### config.mk
export PLATFORM = sky130hd
export DESIGN_NAME = tdm_slot_demux
export DESIGN_NICKNAME = d
export VERILOG_FILES = /design/src/rtl/tdm_slot_demux.sv
export SDC_FILE = /design/constraint.sdc
export NUM_CORES = 1
export LEC_CHECK = 0
export BUFFER_PORTS_ARGS = -buffer_cell sky130_fd_sc_hd__clkbuf_2
export CAP_MARGIN = 40
export CORE_ASPECT_RATIO = 1.1
export CORE_MARGIN = 8
export CORE_UTILIZATION = 40
export DETAILED_ROUTE_END_ITERATION = 8
export HOLD_SLACK_MARGIN = 0.12
export PLACE_DENSITY = 0.65
export SLEW_MARGIN = 40
export SYNTH_ARGS = -nofsm -noshare
export SYNTH_HDL_FRONTEND = slang
export SYNTH_SLANG_ARGS = --single-unit
### constraint.sdc
create_clock -name clk -period 4.1 [get_ports clk]
set_input_delay 0.82 -clock clk [delete_from_list [all_inputs] [get_ports clk]]
set_output_delay 0.82 -clock clk [all_outputs]
set_load 0.01 [all_outputs]
### src/rtl/tdm_slot_demux.sv
// Receive-side demultiplexer for a 3-slot TDM beat stream: HUNT/TRACK/LOCKED sync FSM,
// per-slot shadow capture and one-strobe frame publish. Optional err_cnt output under SLOT_DEMUX_ERR_CNT_EN.
module tdm_slot_demux #(
    parameter int WIDTH       = 3,
    parameter int LOCK_FRAMES = 2,
    parameter int ERR_LIMIT   = 2
) (
    input  logic             clk,
    input  logic             rst_n,
    input  logic             ena,
    input  logic [WIDTH-1:0] data_in,
    input  logic [2:0]       slot_n_in,
    output logic [WIDTH-1:0] ch0_q,
    output logic [WIDTH-1:0] ch1_q,
    output logic [WIDTH-1:0] ch2_q,
    output logic             frame_valid,
    output logic             locked,
    output logic             slot_err
`ifdef SLOT_DEMUX_ERR_CNT_EN
    ,
    output logic [7:0]       err_cnt
`endif
);

    typedef enum logic [1:0] {
        ST_HUNT   = 2'd0,
        ST_TRACK  = 2'd1,
        ST_LOCKED = 2'd2
    } state_t;

    localparam logic [3:0] LOCK_N = 4'(LOCK_FRAMES);
    localparam logic [3:0] ERR_N  = 4'(ERR_LIMIT);

    state_t           state_q, state_d;
    logic [1:0]       exp_q, exp_d;
    logic [2:0]       frame_cnt_q, frame_cnt_d;
    logic [2:0]       miss_cnt_q, miss_cnt_d;
    logic             bad_q, bad_d;
    logic [WIDTH-1:0] shadow_q [3];
    logic [2:0]       shadow_wr;
    logic [WIDTH-1:0] ch0_d, ch1_d, ch2_d;
    logic             frame_valid_q, frame_valid_d;
    logic             slot_err_q, slot_err_d;
    logic             publish;

    logic             marker_ok;
    logic [1:0]       slot_idx;
    logic             match;
    logic             is_s0;
    logic [1:0]       exp_next;
    logic [3:0]       frame_inc;
    logic [3:0]       miss_inc;

    // Only a single low bit is a legal marker; idle and multi-low codes never match.
    always_comb begin
        marker_ok = 1'b1;
        slot_idx  = 2'd0;
        case (slot_n_in)
            3'b110:  slot_idx = 2'd0;
            3'b101:  slot_idx = 2'd1;
            3'b011:  slot_idx = 2'd2;
            default: marker_ok = 1'b0;
        endcase
    end

    assign match     = marker_ok && (slot_idx == exp_q);
    assign is_s0     = marker_ok && (slot_idx == 2'd0);
    assign exp_next  = (exp_q == 2'd2) ? 2'd0 : exp_q + 2'd1;
    assign frame_inc = {1'b0, frame_cnt_q} + 4'd1;
    assign miss_inc  = {1'b0, miss_cnt_q} + 4'd1;

    // State register
    always_ff @(posedge clk or negedge rst_n) begin
        if (!rst_n) begin
            state_q <= ST_HUNT;
        end else begin
            state_q <= state_d;
        end
    end

    // Next-state logic
    always_comb begin
        state_d = state_q;
        if (ena) begin
            case (state_q)
                ST_HUNT: begin
                    if (is_s0) state_d = ST_TRACK;
                end
                ST_TRACK: begin
                    if (!match)
                        state_d = ST_HUNT;
                    else if (exp_q == 2'd2 && frame_inc == LOCK_N)
                        state_d = ST_LOCKED;
                end
                ST_LOCKED: begin
                    if (!match && miss_inc >= ERR_N) state_d = ST_HUNT;
                end
                default: state_d = ST_HUNT;
            endcase
        end
    end

    // Output logic
    always_comb begin
        locked = (state_q == ST_LOCKED);
    end

    // Datapath next values; the slot2 word is published straight from data_in.
    always_comb begin
        exp_d         = exp_q;
        frame_cnt_d   = frame_cnt_q;
        miss_cnt_d    = miss_cnt_q;
        bad_d         = bad_q;
        shadow_wr     = 3'b000;
        publish       = 1'b0;
        slot_err_d    = 1'b0;
        frame_valid_d = 1'b0;
        ch0_d         = ch0_q;
        ch1_d         = ch1_q;
        ch2_d         = ch2_q;
        if (ena) begin
            case (state_q)
                ST_HUNT: begin
                    if (is_s0) begin
                        shadow_wr[0] = 1'b1;
                        exp_d        = 2'd1;
                        frame_cnt_d  = 3'd0;
                        miss_cnt_d   = 3'd0;
                        bad_d        = 1'b0;
                    end
                end
                ST_TRACK: begin
                    if (match) begin
                        shadow_wr[exp_q] = 1'b1;
                        exp_d            = exp_next;
                        if (exp_q == 2'd2) begin
                            frame_cnt_d = frame_inc[2:0];
                            if (frame_inc == LOCK_N) begin
                                publish    = 1'b1;
                                bad_d      = 1'b0;
                                miss_cnt_d = 3'd0;
                            end
                        end
                    end else begin
                        exp_d       = 2'd0;
                        frame_cnt_d = 3'd0;
                    end
                end
                ST_LOCKED: begin
                    // Flywheel: the expected slot keeps advancing even on a bad beat.
                    exp_d = exp_next;
                    if (match) begin
                        shadow_wr[exp_q] = 1'b1;
                        miss_cnt_d       = 3'd0;
                        bad_d            = (exp_q == 2'd0) ? 1'b0 : bad_q;
                        if (exp_q == 2'd2 && !bad_q) publish = 1'b1;
                    end else begin
                        slot_err_d = 1'b1;
                        bad_d      = 1'b1;
                        miss_cnt_d = miss_inc[2:0];
                        if (miss_inc >= ERR_N) begin
                            miss_cnt_d  = 3'd0;
                            exp_d       = 2'd0;
                            frame_cnt_d = 3'd0;
                            bad_d       = 1'b0;
                        end
                    end
                end
                default: begin
                    exp_d = 2'd0;
                end
            endcase
        end
        if (publish) begin
            frame_valid_d = 1'b1;
            ch0_d         = shadow_q[0];
            ch1_d         = shadow_q[1];
            ch2_d         = data_in;
        end
    end

    always_ff @(posedge clk or negedge rst_n) begin
        if (!rst_n) begin
            exp_q         <= 2'd0;
            frame_cnt_q   <= 3'd0;
            miss_cnt_q    <= 3'd0;
            bad_q         <= 1'b0;
            ch0_q         <= '0;
            ch1_q         <= '0;
            ch2_q         <= '0;
            frame_valid_q <= 1'b0;
            slot_err_q    <= 1'b0;
            for (int i = 0; i < 3; i++) shadow_q[i] <= '0;
        end else begin
            exp_q         <= exp_d;
            frame_cnt_q   <= frame_cnt_d;
            miss_cnt_q    <= miss_cnt_d;
            bad_q         <= bad_d;
            ch0_q         <= ch0_d;
            ch1_q         <= ch1_d;
            ch2_q         <= ch2_d;
            frame_valid_q <= frame_valid_d;
            slot_err_q    <= slot_err_d;
            for (int i = 0; i < 3; i++) begin
                if (shadow_wr[i]) shadow_q[i] <= data_in;
            end
        end
    end

    assign frame_valid = frame_valid_q;
    assign slot_err    = slot_err_q;

`ifdef SLOT_DEMUX_ERR_CNT_EN
    logic [7:0] err_cnt_q, err_cnt_d;

    // Saturates at 255; only rst_n clears it.
    always_comb begin
        err_cnt_d = err_cnt_q;
        if (slot_err_d && err_cnt_q != 8'hFF) err_cnt_d = err_cnt_q + 8'd1;
    end

    always_ff @(posedge clk or negedge rst_n) begin
        if (!rst_n) begin
            err_cnt_q <= 8'd0;
        end else begin
            err_cnt_q <= err_cnt_d;
        end
    end

    assign err_cnt = err_cnt_q;
`endif

endmodule

==> flow_summary.toml, run 1 <==
[run_status]
status = "finished clean"

[place]
place.gp.congestion = 0.8722
numPortBuffers = 20
hpwl_mm = 2.346
place_ws_ns = 1.356

[power]
p_sw_share_pct = 29.09
ir_drop_v = 0.0002900
p_sw_mw = 0.2167
seq_power_share_pct = 46.2
total_power_mw = 0.7450
intPower_mw = 0.5283
pwr-share-comb_pct = 24.3
p_per_area_nw_per_um2 = 428.1
power_leakage_nw = 0.8515
pwr-share-clk_pct = 29.5

[synthesis]
netlist_top_cells_area = "dfrtp_1 46%, mux2_2 14%, ha_1 6.6%, inv_1 2.2%, nand2_1 1.7%"
ys_ff_latch = 28
synth-xor-area-share_pct = 0
syn_area_per_cell_um2 = 11.38
synth_fa_ha_area_share_pct = 6.612
yosys.area_share.simple_pct = 16.45
syn-cell-area_um2 = 1514
synth_edf_count = 0
ys_types = 41
async_reset_ff_share_pct = 100.0
yosysWarnings = 0
synth_compound_area_share_pct = 11.65
synth_cells = 133
ys.flop_type = "dfrtp_1"
yosysTopAreaCell = "dfrtp_1"
synth_top_area_share_pct = 46.28
muxShareOfSynthArea_pct = 16.28
syn-num-nets = 150
synth_top_family_by_area = "simple AND/OR/NAND/NOR gates"
ys_seq_area_share_pct = 46.28

[critical_path]
start_kind = "input port"
slowest_delay_ns = 0.55
crit_type = "in -> reg"
cp_max_fo = 9
cp-end-kind = "flip-flop"
cp.required_ns = 4.27
cpMaxStageDelayCell = "nor4_4"
arrival_ns = 2.61
cp_cell_sequence = "clkbuf_2 > nor3b_1 > o21a_1 > nor2_2 > nor4_4 > mux2_2"

[global_routing]
grt_max_degree = 29
grt_pass1_wl_mm = 5.464
grt_pass1_vias = 1197
grt.total_usage_pct = 11.34
antenna_found_initial = 0
gr-total-overflow = 0

[final_layout]
final_common_cell = "dfrtp_1"
fin_nets = 174
diodes = 0
final_cell_mix = "28 x dfrtp_1, 20 x clkbuf_2, 19 x mux2_2"
fillerInstances = 348
area_growth_pct = 14.96
postLayoutCoreUtil_pct = 48.00
final_layout_size_suffix_gt1_share_pct = 30.77

[cts]
hold_buffers = 0
clk_pin_slew_ns = 0.09
cts_buffers = 3
root_buffer = "clkbuf_8"
cts_sinks = 28
cts_htree_levels = 1
cts_setup_buffers = 0
cts_resized = 0
cts_tree = "yes"
clock_path_buffers = 2
clk-insertion-delay-late_ns = 0.28

[routing]
wire_per_inst_um = 14.77
drc = 0
first_iter_violations = 63
detail-route-antenna-nets = 0
routed_wl_mm = 3.042
first_pass_iters = 4
routed_via_density = 5.369
vias = 1106

[sta]
rsz0062_at_grt = "no"
fin_worst_skew_ns = 0.007226
finalCritPeriodShare_pct = 59.63
setup_viol = 0
layout_min_cycle_time_ns = 2.445
maxSlewViolCount = 0
relSlewSlack_pct = 54.33
worst_pin_slew_ns = 0.6850
hold_viol_final = 0
max_freq_mhz = 409.0
worst_slack_ns = 1.655
final.setup.tns_ns = 0

[floorplanning]
core_um2 = 3626
die_x_um = 74.66
dieArea_um2 = 6012
io-pin-count = 21
initial_core_util_pct = 41.75
die_y_um = 80.53
fp-row-count = 23

[hold_path]
hp-class = "reg -> reg"

[run]
drv_cap = 0
power by group through the flow:
stage	sequential, mW	clock [mW]	combinational [mW]
after CTS	0.345	0.223	0.180
after global placement	0.346	0	0.175
after global routing	0.351	0.236	0.201
after detailed placement	0.350	0	0.178
final	0.344	0.220	0.181
after floorplan	0.341	0	0.140
per-stage QoR:
step                std cells  hold slack [ns]  instance area (µm²)
floorplan                 133           0.4602                 1514
global placement          202           0.4725                 1669
detailed placement        202           0.4928                 1669
CTS                       206           0.5156                 1740
global route              206           0.5276                 1740
finish                    206           0.5059                 1740
synth_stat cells, types with 3 or more instances:
cell type,instances
dfrtp_1,28
a21oi_1,3
nor3_1,4
ha_1,8
o21ai_0,5
nor2b_1,4
inv_1,9
nor2_1,7
nand2_1,7
mux2_2,19
cell type report:
cell class	count	area [µm²]	share of cell area, %
clock inverters	1	30.03	1.725
inverters	9	33.78	1.941
flip-flops and latches	28	700.7	40.26
repair buffers	20	100.1	5.751
clock buffers	3	41.29	2.372
well taps	50	62.56	3.595
multi-input cells	95	772.0	44.36
registers in the layout, indices dropped and copies added (netlist names):
signal       count
exp_q            2
slot_err         1
miss_cnt_q       3
shadow_q         6
frame_valid      1
ch0_q            3
ch2_q            3
ch1_q            3
bad_q            1
frame_cnt_q      3
state_q          2
worst max-delay path, delay by kind of cell:
kind,cells,cell delay (ns)
and+or+nand+nor,3,0.93
muxes,1,0.41
AOI/OAI and AO/OA,1,0.33
buffers and inverters,1,0.12
per-layer routing:
| layer | up-vias | GRT usage [%] | part of all wire [%] |
|---|---|---|---|
| met5 | - | 0 | 0 |
| met4 | 0 | 1.765 | 0.76 |
| li1 | 529 | - | - |
| met3 | 4 | 3.861 | 7.7 |
| met2 | 40 | 19.20 | 49 |
| met1 | 533 | 13.63 | 43 |
worst paths after layout:
path	start	end	slack [ns]	cells past startpoint
hold / removal	shadow_q[8]$_DFFE_PN0P_	ch0_q[2]$_DFFE_PN0P_	0.51	1
min in group asynchronous	rst_n	miss_cnt_q[0]$_DFFE_PN0P_	0.56	1
hold reg to reg	shadow_q[8]$_DFFE_PN0P_	ch0_q[2]$_DFFE_PN0P_	0.51	1
setup reg to reg	frame_cnt_q[0]$_DFFE_PN0P_	ch0_q[0]$_DFFE_PN0P_	1.72	6
setup / recovery	slot_n_in[1]	ch0_q[0]$_DFFE_PN0P_	1.66	6
max in group asynchronous	rst_n	ch0_q[0]$_DFFE_PN0P_	3.10	1
logic make-up (layout without fill, tap and decap cells):
| family | count (synthesis) | in the layout |
|---|---|---|
| flip-flops | 28 | 28 |
| multiplexers | 22 | 22 |
| adder cells (fa/ha/maj) | 8 | 8 |
| AND/OR/NAND/NOR | 40 | 40 |
| buffers and inverters | 10 | 33 |
| AO/OA/AOI/OAI | 25 | 25 |
(Power assumes the default switching activity.)
==> run 2: changes to the inputs <==
ABC_AREA = 1   (was default)
PLACE_DENSITY = 0.67   (was 0.65)
clock period = 2.2 ns   (was 4.1 ns; I/O delays follow)
==> flow_summary.toml, run 2 <==
[critical_path]
slowest_delay_ns = 0.43
crit_type = "reg -> out"
cp-end-kind = "output pin"
rrSetupSlack_ns = 0.45
cpMaxStageDelayCell = "dfrtp_1"
crit_family = "flip-flops"
cp_cell_sequence = "inv_1 > ha_1 > clkbuf_2"
start_kind = "flip-flop"
critPathBufInv = 2
arrival_ns = 1.31
cp.required_ns = 1.76
cp_max_fo = 7

[run]
drv_cap = 0

[power]
total_power_mw = 1.590
ir_drop_v = 0.0004515
pwr-share-clk_pct = 25.7
p_per_area_nw_per_um2 = 898.9
intPower_mw = 1.020
seq_power_share_pct = 42.8
p_sw_share_pct = 35.85
pwr-share-comb_pct = 31.5
p_sw_mw = 0.5702
power_leakage_nw = 0.9863

[synthesis]
synth_most_common_cell = "nand2_1"
netlist_top_cells_area = "dfrtp_1 45%, nand2_1 19%, nand3_1 7.1%, ha_1 6.5%, inv_1 4.9%"
yosys-top-cells-count = "77 x nand2_1, 28 x dfrtp_1, 22 x nand3_1, 20 x inv_1, 20 x nor2_1"
synth_edf_count = 0
syn-cell-area_um2 = 1546
ys_ff_latch = 28
yosysTopAreaCell = "dfrtp_1"
async_reset_ff_share_pct = 100.0
synth_top_area_share_pct = 45.31
ys.flop_type = "dfrtp_1"
ys_seq_area_share_pct = 45.31
synth_cells = 202
syn_area_per_cell_um2 = 7.656
yosysWarnings = 0
syn-num-nets = 219
ys_types = 21

[sta]
setup_viol = 0
finalCritPeriodShare_pct = 79.45
hold_viol_final = 0
max_freq_mhz = 572.1
maxSlewViolCount = 0
relSlewSlack_pct = 54.46
layout_min_cycle_time_ns = 1.748
rsz0062_at_grt = "no"
worst_pin_slew_ns = 0.6831
final.setup.tns_ns = 0
fin_worst_skew_ns = 0.002348

[global_routing]
grt_busiest_layer = "met2"
grt_pass1_wl_mm = 5.457
use_met3_pct = 1.847
grt_use_met2_pct = 18.15
grt.total_usage_pct = 11.27
grtUsageMet1_pct = 14.77
grt_pass1_vias = 1209
grt_max_degree = 29
antenna_found_initial = 0
gr-total-overflow = 0

[routing]
drc = 0
vias = 1307
wire_per_inst_um = 11.49
first_iter_violations = 48
routed_via_density = 4.753
first_pass_iters = 4
detail-route-antenna-nets = 0
routed_wl_mm = 3.161

[final_layout]
stdcell_count = 275
final_cell_mix = "77 x nand2_1, 28 x dfrtp_1, 22 x nand3_1"
largest_register_ff_count = 6
regMostFlops = "shadow_q"
area_growth_pct = 14.40
fin_nets = 243
final_layout_size_suffix_gt1_share_pct = 16.00
final_common_cell = "nand2_1"
final_area_um2 = 1769
diodes = 0

[place]
hpwl_mm = 2.388
placed_area_um2 = 1698
numPortBuffers = 20
dp_cells = 271
place.gp.congestion = 0.9074

[cts]
cts_htree_levels = 1
cts_buffers = 3
hold_buffers = 0
root_buffer = "clkbuf_8"
cts_tree = "yes"
clk_pin_slew_ns = 0.10
cts_sinks = 28
clk-insertion-delay-late_ns = 0.27
cts_resized = 0
cts_setup_buffers = 0
clock_path_buffers = 2

[floorplanning]
die_x_um = 75.29
initial_core_util_pct = 41.98
die_y_um = 81.22
fp-row-count = 23
dieArea_um2 = 6114
io-pin-count = 21
core_um2 = 3684

[hold_path]
hp-class = "in -> async"

[run_status]
status = "finished clean"
run 2: cell count changes in the layout (fill, tap and decap cells not counted), sizes merged, moves of 4 or more:
cell / delta
nor2b: -4
nor2: +13
nand2: +73
nor3: -4
nand3: +20
mux2: -21
inv: +13
nand4: +5
run 2: power groups by stage:
stage          clock network (mW)  registers (mW)  logic, mW
2_1_floorplan                   0           0.676      0.383
3_3_place_gp                    0           0.688      0.491
3_5_place_dp                    0           0.690      0.494
4_1_cts                     0.419           0.680      0.500
5_1_grt                     0.440           0.692      0.572
6_report                    0.409           0.680      0.501
run 2: cell families after synthesis:
group           synth area share (%)
compound gates                 4.692
xor+xnor                       1.619
fa+ha+maj                      6.473
buf+inv                        6.068
flops                          45.31
simple gates                   35.84
run 2: worst register-to-register path, stage by stage (launching register included):
cell and delay (ns):
dfrtp_1 0.41, inv_1 0.08, ha_1 0.25, nand2_1 0.08
nand2_1 0.11, nor2_2 0.27, nand3_1 0.13, nor2_1 0.20
nand2_1 0.09, nand2_1 0.07
run 2: metrics by stage:
step           hold WS, ns  utilization (%)  setup slack [ns]
3_5_place_dp        0.4603            46.09            0.4038
5_1_grt             0.2296            48.03            0.2832
2_1_floorplan       0.1444                -            0.7221
3_3_place_gp        0.4559            46.09            0.4116
4_1_cts             0.2163            48.03            0.4563
6_report            0.1831            48.03            0.4521
run 2: final timing paths:
| kind | from | to | cells past startpoint |
|---|---|---|---|
| max | state_q[0]$_DFFE_PN0P_ | locked | 3 |
| min | rst_n | ch2_q[2]$_DFFE_PN0P_ | 1 |
| max reg2reg | state_q[0]$_DFFE_PN0P_ | frame_cnt_q[2]$_DFFE_PN0P_ | 9 |
| min reg2reg | shadow_q[8]$_DFFE_PN0P_ | ch0_q[2]$_DFFE_PN0P_ | 2 |
| max in group asynchronous | rst_n | exp_q[1]$_DFFE_PN0P_ | 1 |
| min in group clk | data_in[2] | ch2_q[2]$_DFFE_PN0P_ | 3 |
run 2: per-layer routing:
metal / share of wire, % / vias up / wire length [µm]
li1: - / 679 / -
met1: 47 / 593 / 1494
met2: 48 / 29 / 1516
met3: 3.5 / 6 / 110
met4: 1.3 / 0 / 40
met5: 0 / - / 0
run 2: area by class of cell:
cell class,count,area (µm²)
Clock buffer,3,41.29
Clock inverter,1,30.03
Fill cell,389,1914
Inverter,22,82.58
Multi-Input combinational cell,151,752.0
Sequential cell,28,700.7
Tap cell,50,62.56
Timing Repair Buffer,20,100.1
